File: config.mk
export PLATFORM = sky130hd
export DESIGN_NAME = buffer_uart_tx
export DESIGN_NICKNAME = d
export VERILOG_FILES = /design/src/rtl/buffer_uart_tx.sv
export SDC_FILE = /design/constraint.sdc
export NUM_CORES = 1
export LEC_CHECK = 0
export CAP_MARGIN = 20
export CORE_UTILIZATION = 30
export DETAILED_ROUTE_END_ITERATION = 12
export SETUP_SLACK_MARGIN = 0.5
export SYNTH_ARGS = -nofsm -noshare
export SYNTH_HDL_FRONTEND = slang
export SYNTH_SLANG_ARGS = --single-unit
export TNS_END_PERCENT = 20
File: constraint.sdc
create_clock -name clk -period 7.3 [get_ports clk]
set_clock_uncertainty 0.1 [all_clocks]
set_input_delay 1.46 -clock clk [delete_from_list [all_inputs] [get_ports clk]]
set_output_delay 1.46 -clock clk [all_outputs]
set_load 0.05 [all_outputs]
File: src/rtl/buffer_uart_tx.sv
// Drains words from the sample buffer and sends each one as DATA_WIDTH/8
// 8N1 UART frames, least-significant byte first.
module buffer_uart_tx #(
  parameter int DATA_WIDTH   = 32,
  parameter int CLKS_PER_BIT = 868,
  parameter int DIV_WIDTH    = 16
) (
  input  logic                  clk,
  input  logic                  rst,
  input  logic [DATA_WIDTH-1:0] data_in,
  input  logic                  data_in_valid,
  output logic                  data_in_read,
  output logic                  tx,
  output logic                  busy
);

  localparam int BYTES = DATA_WIDTH / 8;
  localparam int BW    = (BYTES > 1) ? $clog2(BYTES) : 1;
  localparam logic [DIV_WIDTH-1:0] BAUD_LAST = DIV_WIDTH'(CLKS_PER_BIT - 1);
  localparam logic [BW-1:0]        BYTE_LAST = BW'(BYTES - 1);

  typedef enum logic [1:0] {
    IDLE  = 2'd0,
    START = 2'd1,
    DATA  = 2'd2,
    STOP  = 2'd3
  } state_e;

  state_e                state_q, state_d;
  logic [DIV_WIDTH-1:0]  baud_q, baud_d;
  logic [2:0]            bit_q, bit_d;
  logic [BW-1:0]         byte_q, byte_d;
  logic [DATA_WIDTH-1:0] word_q, word_d;
  logic [DATA_WIDTH-1:0] word_sh_s;
  logic                  tx_q, tx_d;
  logic                  read_q, read_d;
  logic                  busy_q, busy_d;
  logic                  baud_end_s;

  // State register; the reset value forces the line idle-high immediately.
  always_ff @(posedge clk or negedge rst) begin
    if (!rst) begin
      state_q <= IDLE;
      baud_q  <= '0;
      bit_q   <= 3'd0;
      byte_q  <= '0;
      word_q  <= '0;
      tx_q    <= 1'b1;
      read_q  <= 1'b0;
      busy_q  <= 1'b0;
    end else begin
      state_q <= state_d;
      baud_q  <= baud_d;
      bit_q   <= bit_d;
      byte_q  <= byte_d;
      word_q  <= word_d;
      tx_q    <= tx_d;
      read_q  <= read_d;
      busy_q  <= busy_d;
    end
  end

  // Next-state logic; the word is latched only on the IDLE pop.
  always_comb begin
    state_d    = state_q;
    baud_d     = baud_q;
    bit_d      = bit_q;
    byte_d     = byte_q;
    word_d     = word_q;
    read_d     = 1'b0;
    baud_end_s = (baud_q == BAUD_LAST);
    case (state_q)
      IDLE: begin
        if (data_in_valid) begin
          word_d  = data_in;
          read_d  = 1'b1;
          baud_d  = '0;
          bit_d   = 3'd0;
          byte_d  = '0;
          state_d = START;
        end else begin
          state_d = IDLE;
        end
      end
      START: begin
        if (baud_end_s) begin
          baud_d  = '0;
          state_d = DATA;
        end else begin
          baud_d = baud_q + DIV_WIDTH'(1);
        end
      end
      DATA: begin
        if (baud_end_s) begin
          baud_d = '0;
          if (bit_q == 3'd7) begin
            state_d = STOP;
          end else begin
            bit_d = bit_q + 3'd1;
          end
        end else begin
          baud_d = baud_q + DIV_WIDTH'(1);
        end
      end
      STOP: begin
        if (baud_end_s) begin
          baud_d = '0;
          bit_d  = 3'd0;
          if (byte_q == BYTE_LAST) begin
            state_d = IDLE;
          end else begin
            byte_d  = byte_q + BW'(1);
            state_d = START;
          end
        end else begin
          baud_d = baud_q + DIV_WIDTH'(1);
        end
      end
      default: begin
        state_d = IDLE;
      end
    endcase
  end

  // Line value for the upcoming cycle, derived from the next state so tx is a flop.
  always_comb begin
    word_sh_s = word_d >> {byte_d, bit_d};
    busy_d    = (state_d != IDLE);
    case (state_d)
      START:   tx_d = 1'b0;
      DATA:    tx_d = word_sh_s[0];
      default: tx_d = 1'b1;
    endcase
  end

  assign tx           = tx_q;
  assign data_in_read = read_q;
  assign busy         = busy_q;

endmodule

After elaboration in Yosys (flattened, before gate mapping)
Cells that the tools add are included.
{"block": "totals", "out_inout_bits": 3, "in_bits": 35, "wordCells": 48, "reg_bits": 58}
{"block": "classes", "shifts": 1, "n_addsub": 3, "eq_ne": 9, "muxes": 24, "reduce_logical": 3}
{"operator": "32-bit two-way mux", "count": 2}
{"operator": "16-bit two-way mux", "count": 2}
{"operator": "16-bit case mux with 2 select lines", "count": 1}
{"operator": "32-bit by 5-bit >> shifter with 1-bit output", "count": 1}
{"operator": "16-bit by 1-bit adder with 16-bit output (second input constant)", "count": 1}
{"operator": "16-bit by 10-bit == test with 1-bit output (second input constant)", "count": 1}
{"operator": "2-bit two-way mux", "count": 7}
{"operator": "3-bit two-way mux", "count": 4}
{"operator": "3-bit case mux with 3 select lines", "count": 1}
{"operator": "2-bit == test (second input constant)", "count": 4}
{"operator": "2-bit case mux with 4 select lines", "count": 1}
{"operator": "2-bit by 1-bit == test with 1-bit output (second input constant)", "count": 2}
{"operator": "1-bit two-way mux", "count": 4}
{"operator": "2-bit case mux with 2 select lines", "count": 1}
{"operator": "3-bit by 1-bit adder with 3-bit output (second input constant)", "count": 1}
{"operator": "3-bit == test (second input constant)", "count": 1}
{"operator": "3-bit OR reduction", "count": 1}
{"operator": "2-bit by 1-bit adder with 2-bit output (second input constant)", "count": 1}
{"operator": "2-bit logical NOT", "count": 1}
{"operator": "2-bit inequality test (second input constant)", "count": 1}
{"operator": "1-bit case mux with 2 select lines", "count": 1}
{"operator": "2-bit nonzero test", "count": 1}

Depth between registers and ports, before layout
{"block": "depth", "depth_word": 6, "depth_mapped": 13, "depth_no_buf": 11}

Least setup slack after synthesis
OpenSTA, ideal clock, no wires.
{"block": "synth_path", "path_type": "input-to-reg", "start": "in data_in_valid", "end": "reg tx_q, in the netlist tx", "setup_time_ns": 0.093, "t_required_ns": 7.107, "n_path_buf": 2, "stages": 11, "setup_slack_ns": 3.481, "arrival_time_ns": 3.626, "cell_sequence": "nand2b_1 > clkdlybuf4s50_2 > a21oi_1 > and4b_2 > a211oi_4 > buf_6 > mux2i_1 > mux2i_1 > mux2i_1 > o32a_1 > o311ai_1"}
{"block": "synth_between", "elab_chain_cells": 4, "elab_cells_between_ends": 12, "cone_classes": "eq/ne (2); shift (1); mux (9)"}
{"item": "start: declaration", "line": "11", "text": "input logic data_in_valid,"}
{"item": "3-bit two-way mux (tied with other cells)", "line": "74", "text": "if (data_in_valid) begin"}
{"item": "3-bit case mux with 3 select lines (tied with other cells)", "line": "72", "text": "case (state_q)"}
{"item": "32-bit by 5-bit >> shifter with 1-bit output (tied with other cells)", "line": "127", "text": "word_sh_s = word_d >> {byte_d, bit_d};"}
{"item": "1-bit case mux with 2 select lines (*)", "line": "129", "text": "case (state_d)"}
{"item": "named net tx_d", "line": "35", "text": "logic tx_q, tx_d;"}
{"item": "end signal: assignment", "line": "57", "text": "tx_q <= tx_d;"}
{"item": "end: declaration", "line": "35"}
Mark *: on every way through the listed nets, which the timed path passes. The rest lies on a longest branch.
A chain may end at the register's enable or synchronous reset.

Final worst setup path
Same ends and word-level chain as after synthesis.

==> results.md <==
- Status: completed
- DRC: 0
- WS Path Type: in -> reg
- Hold/Removal Path Class: reg -> reg
- Critical path's top delay family: compound AO/OA/AOI/OAI gates
- Switch Pwr: 0.133 mW
- DR WL/cell: 13.4 um
- Worst path slowest cell: a211oi_4
- Internal power: 0.526 mW
- PwrDens: 180 nW/um2
- Clock transition at path regs: 0.06 ns
- Fin crit period: 4.22 ns
- 1st-pass router iterations: 4
- Crit path top cell by count: mux2i_1
- Syn_nets: 299
- Data required, critical path: 7.43 ns
- Net Sw Frac: 0.202
- H-tree Lvls: 3
- Leakage Power: 1.79 nW
- Crit path depth: 10
- Worst Max-Slew Pin Slew: 0.950 ns
- Dpl hpwl: 4040 um
- Post-CTS Resized: 0
- Unique masters post-synth: 55
- Combinational share of power: 0.038
- I/O pins: 38
- Yosys top cell area share: 0.480
- Initial antenna violation count: 0
- R2R setup slack: 3.51 ns
- Root Buffer: clkbuf_8
- Hold Vio Cnt, Final: 0
- Relative slew slack: 0.365
- Initial core utilization: 0.316
- Prevailing post-synth register cell: dfrtp_1
- Number of synthesized flops with an enable pin: 0
- Largest net degree at the start of global routing: 59
- CTS buffer count: 9
- CP peak stage delay: 0.79 ns
- Number of max-cap violations: 0
- WHS Path Cells: 1
- Synth cell count leaders: dfrtp_1, mux2_2, mux2i_1, nand2_1, nor2_1
- Unrepaired setup endpoints after global routing: no
- CP max FO: 15
- Gr usage total: 0.124
- Yosys top cell by area: dfrtp_1
- Clock Tree Buf Depth: 2
- Critical path launch point type: primary input
- Post-route antenna net violation count: 0
- Count leader, synth: dfrtp_1
- Die W: 102 um
- Post-synthesis cell area: 2970 um2
- Row cnt: 35
- CTS tree: done
- Layout cell share with drive strength beyond 1: 0.222
- Vias in the first global route: 2060
- Total grt overflow: 0
- Max Clock Freq: 237 MHz
- Post-Synthesis Cells: 257
- Syn Area/Cell: 11.6 um2
- Ant. Diodes: 0
- Final Cycle Share: 0.578
- Arr. time, crit path: 4.35 ns
- Final TNS setup: 0 ns
- Crit path cell chain: clkdlybuf4s50_1 -> nand2b_1 -> a21oi_1 -> and4b_2 -> a211oi_4 -> mux2i_1 -> mux2i_1 -> mux2i_1 -> o32a_1 -> o311ai_1
- Initial DRC Count: 89
- Reg2Reg Depth: 10
- Setup bufs post-CTS: 0
- DRT Wirelength: 5780 um
- Largest cells by area after synthesis: dfrtp_1, mux2_2, mux2i_1
- Slew Viols, Final: 0
- PortBufs: 37
- First-pass GRT wire length: 9700 um
- Peak supply drop: 0.126 mV
- Clock Power Share: 0.474
- Cts hold-fix bufs: 0
- Crit end category: flip-flop
- Flops & latches, synth: 58
- Flop pwr share: 0.488
- Final setup viols: 0
- Core Region: 9420 um2
- Clock sinks: 58
- Fillers: 939
- CP bufs+invs: 1
- Die Y: 102 um
- Synth-to-Final Area Change: 23.2%
- Asr flop ratio synth: 1.00
- Via count: 2014
- Skew-Pair Late Insertion Delay: 0.33 ns
- Die area: 10300 um2
- Drt via density: 4.67
- Nets@finish: 340
- Routability Congestion: 0.732
- Synth warn: 0
- Seq/Total Area, Yosys: 0.489
- Power, Total: 0.658 mW
-- registers in the layout (all words and copies together), names as in the netlist --
signal,flops
byte_q,2
data_in_read,1
busy,1
bit_q,3
word_q,32
baud_q,16
state_q,2
tx,1
-- worst paths after layout --
kind / startpoint / end
worst max-delay path: data_in_valid / tx$_DFF_PN1_
worst min-delay path: word_q[24]$_DFF_PN0_ / word_q[24]$_DFF_PN0_
worst max register to register: baud_q[0]$_DFFE_PN0P_ / tx$_DFF_PN1_
worst min register to register: word_q[24]$_DFF_PN0_ / word_q[24]$_DFF_PN0_
max in group asynchronous: rst / word_q[17]$_DFF_PN0_
min in group asynchronous: rst / baud_q[6]$_DFFE_PN0P_
-- worst register-to-register path, delay by kind of cell, from the launching register on --
| family | cells | cell delay (ns) |
|---|---|---|
| AND/OR/NAND/NOR | 3 | 1.31 |
| AO/OA/AOI/OAI | 3 | 1.19 |
| multiplexers | 3 | 0.45 |
| flip-flops | 1 | 0.39 |
| adder cells (fa/ha/maj) | 1 | 0.25 |
-- per-layer routing --
metal  global-route usage  share of wire  vias up
met5                    0              0        -
met1                0.149           0.46      992
met3               0.0504          0.044        4
li1                     -              -      982
met2                0.207           0.49       36
met4               0.0256         0.0045        0
-- cell usage in the layout, fill, tap and decap left out, drive strengths merged, types with 3 or more instances in the layout --
master	count
mux2i	23
inv	9
dfrtp	57
xor2	7
o21ai	9
nand2	25
a211oi	3
ha	7
xnor2	4
mux2	32
clkinv	4
and4b	3
clkdlybuf4s50	36
nor2	23
clkbuf	9
a21oi	5
nand3	8
-- power by group through the flow --
stage          registers [mW]  logic (mW)  clock network, mW
2_1_floorplan           0.327    0.000293                  0
3_3_place_gp            0.327      0.0258                  0
3_5_place_dp            0.327      0.0257                  0
4_1_cts                 0.321      0.0259              0.324
5_1_grt                 0.321      0.0276              0.340
6_report                0.321      0.0249              0.312
-- logic make-up after synthesis --
family	Yosys count	synth area share
adder cells (fa/ha/maj)	7	0.0295
flip-flops	58	0.489
AO/OA/AOI/OAI	31	0.0779
buffers and inverters	18	0.0303
XOR/XNOR	11	0.0324
multiplexers	56	0.206
AND/OR/NAND/NOR	76	0.135
-- through the flow --
step / util / hold slack (ns) / cells / instance area, um2 / setup slack, ns
after floorplan: - / 0.367 / 257 / 2970 / 3.48
after global placement: 0.367 / 0.379 / 416 / 3450 / 2.85
after detailed placement: 0.367 / 0.387 / 416 / 3450 / 2.75
after CTS: 0.389 / 0.403 / 431 / 3660 / 3.10
after global routing: 0.389 / 0.409 / 431 / 3660 / 2.87
final: 0.389 / 0.397 / 431 / 3660 / 3.08
-- area by class of cell --
class                           instances  area, um2  area share
Multi-Input combinational cell        181       1430       0.390
Timing Repair Buffer                   38        373       0.102
Inverter                               10       37.5      0.0103
Clock inverter                          6       82.6      0.0226
Clock buffer                            9        124      0.0338
Sequential cell                        58       1450       0.397
Tap cell                              129        161      0.0441
Power figures use the tool's default switching activity.
==> variant 1: new RTL, same settings <==
`DIV_WIDTH`: 16 -> 12.
--- a/src/rtl/buffer_uart_tx.sv
+++ b/src/rtl/buffer_uart_tx.sv
@@ -3,7 +3,7 @@
 module buffer_uart_tx #(
   parameter int DATA_WIDTH   = 32,
   parameter int CLKS_PER_BIT = 868,
-  parameter int DIV_WIDTH    = 16
+  parameter int DIV_WIDTH    = 12
 ) (
   input  logic                  clk,
   input  logic                  rst,
Check against the original RTL: no difference found for any inputs over 10 cycles, from zero or initial values and one cycle with rst low; that may be too few to reach the edited logic, so the function may still have changed.
==> variant 1 against the original RTL <==
  * Sequential cell count is 4 lower
  * Routed wire length is 2.3% lower
  * Clock power is 33% lower
  * Count of clock-buffer cells in the layout is 4 lower
  * Critical path type unchanged
  * Worst hold slack better by 0.0072 ns
  * Design area is 6.6% lower
  * Global-route usage is 0.35 points lower
  * Worst setup slack worse by 0.12 ns
  * Synthesized area is 4.7% lower
  * Total power is 19% lower
  * Synthesized cell count is 2.3% higher
  * First-iteration DRC count is 2.2% higher
  * Sequential power is 6.9% lower
==> variant 1: results (changes against the original RTL) <==
cells_and_area:
  fillers: 914  # -2.7%
  drive_gt1_share_pct: 17.3  # -4.9 points
  fin_cells: 411  # -4.6%
  top_regs: "word_q x32, baud_q x12, bit_q x3"
  nets: 341  # +0.29%
synthesis:
  yosysUniqueCellTypes: 55  # unchanged
  synth-seq-area-share_pct: 47.8  # -1.1 points
  muxShareOfSynthArea_pct: 17.1  # -3.5 points
  async_flop_share_pct: 100  # unchanged
  synth-xor-area-share_pct: 1.86  # -1.4 points
  synth_cells: 263  # +2.3%
  synthTopCellsByArea: "dfrtp_1, mux2_2, mux2i_1, nand2_1, nor2_1"
  synthTopCellsByCount: "dfrtp_1, mux2_2, nand2_1, nor2_1, mux2i_1"
  syn_nets: 305  # +2.0%
  synth-adder-area-share_pct: 3.09  # +0.15 points
  synth_compound_area_share_pct: 10.3  # +2.6 points
place:
  pre_cts_slack_ns: 2.62  # -0.127 ns
  post-dp-hpwl_um: 4040  # +0.13%
  dp_cells: 403  # -3.1%
  gp_congestion: 0.773  # +5.6%
  place_area_mm2: 0.00330  # -4.4%
setup_path:
  crit_path_max_fanout: 16  # +1
  max_stage_delay_ns: 0.77  # -0.02 ns
  cpLargestDelayFamily: "compound AO/OA/AOI/OAI gates"
  slowest_stage: "a221oi_4"
  cp.arrival_ns: 4.49  # +0.14 ns
route:
  met1_length_um: 2800  # +5.3%
  vias_per_cell: 4.82  # +3.1%
  wl_per_cell_um: 13.7  # +2.5%
  wl_met2_um: 2640  # -7.2%
  drt-initial-drc-count: 91  # +2.2%
  dr_wl_met3_um: 175  # -31%
global_routing:
  grt_pass1_vias: 2005  # -2.7%
  grt_pass1_wl_um: 9590  # -1.1%
  grtUsageMet2_pct: 19.5  # -1.3 points
  grt_usage_pct: 12.0  # -0.35 points
  met1_usage_pct: 16.7  # +1.7 points
  grt_max_degree: 55  # -6.8%
  use_met3_pct: 2.39  # -2.6 points
clock_tree:
  clk_pin_slew_ns: 0.11  # +0.05 ns
  clockBufferDepth: 2  # unchanged
  clock_latency_ns: 0.31  # -0.02 ns
  cts_max_level: 2  # -1
  cts_buffers: 5  # -4
power_and_ir_drop:
  vdd_ir_drop_max_uv: 78.0  # -38%
  seq_cell_power_uw: 299  # -6.9%
  p_leak_uw: 0.00170  # -5.3%
  powerComb_uw: 24.5  # -2%
  pg_clk_uw: 210  # -33%
run_status:
  status: "finished clean"
floorplan:
  die_w_um: 99.2  # -2.3%
sta:
  slew-limit-headroom_pct: 41.4  # +4.9 points
==> variant 1: cell count changes in the layout (fill, tap and decap cells not counted), moves of 4 or more <==
cell	unedited run	this run
clkbuf_8	9	5
dfrtp_1	57	53
mux2i_1	23	12
nor3_1	2	6
==> variant 1: final cells by class <==
cell class              count  area [µm²]  area share (%)
multi-input cells         188        1390            40.6
flip-flops and latches     54        1350            39.6
repair buffers             39         380            11.1
well taps                 111         139            4.06
clock buffers               5        68.8            2.01
clock inverters             3        47.5            1.39
inverters                  11        41.3            1.21
==> variant 1: worst paths after layout <==
check / start / endpoint / slack (ns) / cells after the start
worst max-delay path: data_in_valid / tx / 2.95 / 9
worst min-delay path: word_q[15] / word_q[15] / 0.40 / 1
worst max register to register: baud_q[0] / tx / 3.64 / 10
worst min register to register: word_q[15] / word_q[15] / 0.40 / 1
max in group asynchronous: rst / baud_q[11] / 5.47 / 2
min in group asynchronous: rst / baud_q[0] / 1.17 / 2
==> variant 2: new RTL, same flow settings <==
Made on the original files. The output `tx` loses its register stage (`tx_q` becomes a continuous assignment).
--- a/src/rtl/buffer_uart_tx.sv
+++ b/src/rtl/buffer_uart_tx.sv
@@ -45,7 +45,6 @@
       bit_q   <= 3'd0;
       byte_q  <= '0;
       word_q  <= '0;
-      tx_q    <= 1'b1;
       read_q  <= 1'b0;
       busy_q  <= 1'b0;
     end else begin
@@ -54,11 +53,12 @@
       bit_q   <= bit_d;
       byte_q  <= byte_d;
       word_q  <= word_d;
-      tx_q    <= tx_d;
       read_q  <= read_d;
       busy_q  <= busy_d;
     end
   end
+
+  assign tx_q = tx_d;
 
   // Next-state logic; the word is latched only on the IDLE pop.
   always_comb begin
Formal check against the unedited RTL: not equivalent (Yosys sat finds a counterexample within 4 cycles, from zero or initial values and one cycle with rst low).
==> variant 2 against the original RTL <==
  * Worst setup slack lost 2.0 ns
  * Utilization hardly changed
  * Sequential power decreased by 2%
  * Synthesized cell count shrank 0.39%
  * Total power is 4.1% lower
  * Fmax fell by 32%
  * Sequential cell count shrank 1
  * Routed wire length up 1.0%
  * Synthesized area decreased by 0.88%
  * Highest routed layer unchanged
  * Design area decreased by 0.38%
==> variant 2: results (changes against the original RTL) <==
run_status:
  status: "finished clean"
cells_and_area:
  multi_input_area_share_pct: 39.2  # +0.15 points
  nClkBuffers: 10  # +1
  num-nonclk-buffers: 41  # +7.9%
  drive_gt1_share_pct: 22.7  # +0.51 points
  nonClkBufAreaFrac_pct: 10.9  # +0.72 points
  final-clk-cell-share_pct: 5.32  # -0.32 points
  nets: 342  # +0.59%
  n_sequential_cell: 57  # -1.7%
sta:
  timing.hold.ws_ns: 0.400  # +0.00335 ns
  tightest_slew_ns: 0.762  # -0.188 ns
global_routing:
  grt_max_degree: 58  # -1.7%
  grt_pass1_vias: 2064  # +0.19%
  met1_usage_pct: 15.8  # +0.87 points
  grt_pass1_wl_um: 9930  # +2.4%
  grtUsageMet2_pct: 20.4  # -0.38 points
  use_met3_pct: 4.85  # -0.18 points
place:
  place_area_mm2: 0.00345  # -0.11%
  dp_cells: 418  # +0.48%
  post-dp-hpwl_um: 4190  # +3.7%
power_and_ir_drop:
  p_leak_uw: 0.00181  # +0.86%
  internal-power_uw: 496  # -5.6%
  finalPower_uw: 632  # -4.1%
  pwr-share-seq_pct: 50.0  # +1.2 points
synthesis:
  synth-seq-area-share_pct: 48.4  # -0.46 points
  yosysUniqueCellTypes: 54  # -1.8%
  syn_nets: 298  # -0.33%
  synth_cells: 256  # -0.39%
min_path:
  holdPathEnd: "word_q[14]"
  worstHoldStart: "word_q[14]"
route:
  drt-initial-drc-count: 77  # -13%
  vias_per_cell: 4.73  # +1.2%
  dr_wl_met3_um: 267  # +5.1%
  wl_per_cell_um: 13.5  # +0.54%
  met1_length_um: 2830  # +6.4%
setup_path:
  ff2ff_setup_slack_ns: 4.25  # +0.74 ns
  slowest_stage: "clkdlybuf4s50_1"
  max_stage_delay_ns: 0.51  # -0.28 ns
  r2r_cells: 7  # -3
  cp.arrival_ns: 4.64  # +0.29 ns
[variant 2: changes by cell type after synthesis]
cell and delta:
dfstp_2 -1
[variant 2: critical path, delay by kind of cell]
family          cells  cell delay (ns)
compound gates      3             1.06
buf+inv             3             1.26
mux                 3             0.30
simple gates        2             0.57
[variant 2: cell families (layout without fill, tap and decap cells)]
logic type	after synthesis	in the layout	synth area share, %
AO/OA/AOI/OAI	31	31	7.86
multiplexers	56	56	20.8
AND/OR/NAND/NOR	76	76	13.6
buffers and inverters	18	66	3.06
adder cells (fa/ha/maj)	7	7	2.97
flip-flops	57	57	48.4
XOR/XNOR	11	11	3.27
[variant 2: worst max-delay path by stage]
stage,slack [ns],start,depth (start not counted),endpoint
finish,1.10,data_in_valid,11,tx
global route,0.83,data_in_valid,11,tx
CTS,0.67,data_in_valid,11,tx
detailed placement,0.70,data_in_valid,11,tx
global placement,0.74,data_in_valid,11,tx
floorplan,1.16,data_in_valid,10,tx
